<file path="src/rtl/add_accumulator.sv">
// add_accumulator: frames COUNT samples through an external Add stage
// and presents the frame sum on a valid/ready output.
//
// Parameters: WITH (data width), COUNT (samples per frame, >= 1)
// Ports:
//   Clk, Rst              clock, async active-high reset
//   InValid/InReady/InData  sample input handshake
//   OperA, OperB          operands to external Add (acc, InData)
//   Result                external Add result (OperA+OperB)
//   OutValid/OutReady/OutSum  frame sum output handshake
//   Busy                  high while accumulating or holding a result
//   OutOvf                sticky frame carry (only with ADD_ACC_OVF_EN)
// Optional feature macro: ADD_ACC_OVF_EN
module add_accumulator #(
  parameter int WITH  = 8,
  parameter int COUNT = 4
) (
  input  logic            Clk,
  input  logic            Rst,
  input  logic            InValid,
  output logic            InReady,
  input  logic [WITH-1:0] InData,
  output logic [WITH-1:0] OperA,
  output logic [WITH-1:0] OperB,
  input  logic [WITH-1:0] Result,
  output logic            OutValid,
  input  logic            OutReady,
  output logic [WITH-1:0] OutSum,
  output logic            Busy
`ifdef ADD_ACC_OVF_EN
  ,
  output logic            OutOvf
`endif
);

  localparam int CW = $clog2(COUNT + 1);
  localparam logic [CW-1:0] LAST = CW'(COUNT - 1);

  typedef enum logic [1:0] {
    IDLE,
    ACCUM,
    DONE
  } state_t;

  state_t          state;
  state_t          stateNext;
  logic [WITH-1:0] acc;
  logic [WITH-1:0] accNext;
  logic [CW-1:0]   cnt;
  logic [CW-1:0]   cntNext;
  logic            accept;

`ifdef ADD_ACC_OVF_EN
  logic ovf;
  logic ovfNext;
`endif

  assign OperA   = acc;
  assign OperB   = InData;
  assign InReady = (state != DONE);
  assign accept  = InValid & InReady;

  always_ff @(posedge Clk or posedge Rst) begin
    if (Rst) begin
      state <= IDLE;
      acc   <= '0;
      cnt   <= '0;
    end else begin
      state <= stateNext;
      acc   <= accNext;
      cnt   <= cntNext;
    end
  end

`ifdef ADD_ACC_OVF_EN
  always_ff @(posedge Clk or posedge Rst) begin
    if (Rst) begin
      ovf <= 1'b0;
    end else begin
      ovf <= ovfNext;
    end
  end

  assign OutOvf = ovf;
`endif

  always_comb begin
    stateNext = state;
    accNext   = acc;
    cntNext   = cnt;
    OutValid  = 1'b0;
    OutSum    = '0;
    Busy      = 1'b0;
`ifdef ADD_ACC_OVF_EN
    ovfNext   = ovf;
`endif
    unique case (state)
      IDLE, ACCUM: begin
        Busy = (state == ACCUM);
        if (accept) begin
          accNext = Result;
          cntNext = cnt + 1'b1;
`ifdef ADD_ACC_OVF_EN
          // a wrapped unsigned add yields less than the old sum
          ovfNext = ovf | (Result < acc);
`endif
          if (cnt == LAST) begin
            stateNext = DONE;
          end else begin
            stateNext = ACCUM;
          end
        end
      end
      DONE: begin
        Busy     = 1'b1;
        OutValid = 1'b1;
        OutSum   = acc;
        if (OutReady) begin
          stateNext = IDLE;
          accNext   = '0;
          cntNext   = '0;
`ifdef ADD_ACC_OVF_EN
          ovfNext   = 1'b0;
`endif
        end
      end
      default: begin
        stateNext = IDLE;
        accNext   = '0;
        cntNext   = '0;
      end
    endcase
  end

endmodule

</file>
<file path="config.mk">
export PLATFORM = sky130hd
export DESIGN_NAME = add_accumulator
export DESIGN_NICKNAME = d
export VERILOG_FILES = /design/src/rtl/add_accumulator.sv
export SDC_FILE = /design/constraint.sdc
export NUM_CORES = 1
export LEC_CHECK = 0
export CAP_MARGIN = 20
export CORE_AREA = 5 5 56 58
export DETAILED_ROUTE_END_ITERATION = 8
export DIE_AREA = 0 0 61 63
export PLACE_DENSITY = 0.72
export SLEW_MARGIN = 10
export SYNTH_ARGS = -nofsm -noshare
export SYNTH_HDL_FRONTEND = slang
export SYNTH_SLANG_ARGS = --single-unit
</file>
<file path="constraint.sdc">
create_clock -name Clk -period 1.9 [get_ports Clk]
set_input_delay 0.285 -clock Clk [delete_from_list [all_inputs] [get_ports Clk]]
set_output_delay 0.285 -clock Clk [all_outputs]
set_load 0.02 [all_outputs]
</file>
==> impl_results.md, run 1 <==
* I/O Buffers at 30
* Placed Area at 1090 sq um
* Root Buffer: clkbuf_4
* Routed WL per cell at 12.3 um
* Antenna violations before repair at 0
* Initial DRC count at 5
* Syn Nets at 92
* Die width at 61 um
* Endpoints failing hold at 0
* PnR worst setup slack at 0.115 ns
* Final GP Congestion at 0.701
* Post-CTS Setup Repair Bufs at 0
* Top Ports at 47
* Dpl ws at -0.0501 ns
* Initial Util at 30.3%
* Final Critical Period at 1.79 ns
* Row cnt at 19
* Clk slew on worst S/H paths at 0.07 ns
* Grt total ovfl at 0
* Maximum buffer depth of the clock tree at 2
* Number of cells after detailed placement at 121
* Crit start category: flop
* Post-route ant nets at 0
* CTS tree: yes
* Fillers at 271
* Skew final at 0.00229 ns
* Leakage at 0.000526 uW
* Vias per cell at 4.53
* Endpoints failing setup at 0
* CP Launch Point: state[1]
* Post-layout net count at 120
* Clk_lat worst skew at 0.27 ns
* Fmax at 560 MHz
* Post-route clock period utilization at 94.0%
* Register area share after synthesis at 41.0%
* Area of the multi-input gates at 383 sq um
* Post-Route WL at 1540 um
* Status: finished clean
* All-layer global routing usage at 9.18%
* Syn Std Cell Area at 793 sq um
* Pwr/cell area at 1460 nW/um^2
* H-tree Lvls at 1
* Mean Syn Cell Area at 11.8 sq um
* First-pass iteration count of the detailed router at 3
* Flops & latches, synth at 13
* Clock sinks at 13
* Total number of vias at 566
* Sequential cell area at 325 sq um
* Syn Inst Count at 67
* Core Region at 2620 sq um
* Worst r2r src: state[1]
* Final Cell Area at 1110 sq um
* Data arrival, critical path at 1.50 ns
* CTS Buf Count at 3
* First-pass GRT wire length at 2660 um
* Max-slew violations at 0
* Pwr Total at 1620 uW
* Dpl hpwl at 1230 um
* WS Path Type: flop to output port
* Largest net degree at the start of global routing at 14
* Yosys cell types at 18
* Crit-path max FO at 10
* CP Capture Type: output port
* Drt drc at 0
* Worst VDD drop at 0.000643 V
* Die area at 3840 sq um
* Warnings from Yosys at 0
* Max-cap violations at 0
* Antenna Cells at 0
* Post-Route Utilization at 42.6%
* Layout cells sized above 1 at 26.6%
* Worst-Margin Slew at 0.459 ns
* Post-route insts no fill at 125
* Vias in the first global route at 601
* Worst endpoint required time at 1.62 ns
* Die Height at 63 um
* RSZ-0062 raised after global routing: false
* Rel. slew slack at 69.4%
* Worst hold path class: input pin to asynchronous set/reset pin
* Area delta synth->final at 40.4%
layer usage:
| metal | GRT usage [%] | part of all wire (%) |
|---|---|---|
| met1 | 9.40 | 37 |
| met2 | 15.5 | 52 |
| met3 | 5.37 | 9.9 |
| met4 | 2.44 | 0.26 |
| met5 | 0 | 0 |
report_power, final:
group / leakage, uW / switching, uW / internal [uW]
logic: 0.000352 / 455 / 518
clock network: 0.0000150 / 80.4 / 81.4
registers: 0.000160 / 85.8 / 404
total: 0.000526 / 621 / 1000
metrics by stage:
step	setup TNS, ns	hold slack (ns)
floorplan	0	0.162
global placement	0	0.474
detailed placement	-0.278	0.476
CTS	0	0.326
global route	0	0.348
finish	0	0.319
worst max-delay path, stage by stage (launching register included):
cell and delay, ns:
dfrtp_1 0.38, buf_4 0.19, inv_1 0.07, ha_1 0.26, dlygate4sd2_1 0.32
flip-flops by register name (all words and copies together) (netlist names):
| signal | count |
|---|---|
| cnt | 3 |
| state | 2 |
| OperA | 8 |
final timing paths:
path / endpoint / slack, ns / depth (start not counted)
max: Busy / 0.11 / 4
min: OperA[1] / 0.32 / 2
max reg2reg: OperA[0] / 0.11 / 7
min reg2reg: cnt[2] / 0.49 / 1
max in group asynchronous: state[1] / 1.27 / 2
min in group Clk: cnt[2] / 0.49 / 1
cell usage after synthesis:
cell type   n  share of area, %
nor2b_1     7               5.5
inv_1       4               1.9
buf_4       8               7.6
clkbuf_1    1              0.47
buf_8       1               1.9
mux2_4      5               9.5
ha_1        5               7.9
nor2_1      2              0.95
dfrtp_1    13                41
a22o_1      3               3.3
mux2_2      3               4.3
o211ai_1    1              0.95
a22oi_4     1               2.7
o2bb2ai_1   2               2.2
and2_2      8               7.6
o21bai_1    1              0.95
inv_2       1              0.47
nor3b_1     1              0.95
layout by cell type, fill, tap and decap left out, drive strengths merged:
master / Yosys / routed
mux2: 8 / 8
o21bai: 1 / 1
dlygate4sd2: 0 / 11
ha: 5 / 5
a22o: 3 / 3
and2: 8 / 8
nor2: 2 / 2
nor2b: 7 / 7
clkdlybuf4s50: 0 / 19
clkbuf: 1 / 4
a22oi: 1 / 1
inv: 5 / 5
nor3b: 1 / 1
dfrtp: 13 / 13
buf: 9 / 3
o211ai: 1 / 1
o2bb2ai: 2 / 2
cell type report:
class / count / share of cell area (%)
Multi-Input combinational cell: 39 / 34.4
Sequential cell: 13 / 29.2
Timing Repair Buffer: 33 / 28.9
Tap cell: 31 / 3.48
Clock buffer: 4 / 2.36
Inverter: 5 / 1.69
what timing repair did:
action / 4_1_cts / 5_1_grt
resized for setup: 13 / 0
hold buffers: 0 / 0
setup endpoints to repair: 11 / 0
cell families after synthesis:
family | share of synthesized area [%]
AO/OA/AOI/OAI | 10.1
adder cells (fa/ha/maj) | 7.89
buffers and inverters | 12.3
flip-flops | 41.0
multiplexers | 13.7
AND/OR/NAND/NOR | 15.0
(Power assumes the default switching activity.)
==> inputs of run 2 (changes only) <==
--- a/config.mk
+++ b/config.mk
@@ -5,6 +5,7 @@
 export SDC_FILE = /design/constraint.sdc
 export NUM_CORES = 1
 export LEC_CHECK = 0
+export ABC_CLOCK_PERIOD_IN_PS = 1900
 export CAP_MARGIN = 20
 export CORE_AREA = 5 5 56 58
 export DETAILED_ROUTE_END_ITERATION = 8
==> results of run 2 <==
Final layout, timing and power as in run 1 (identical DEF).
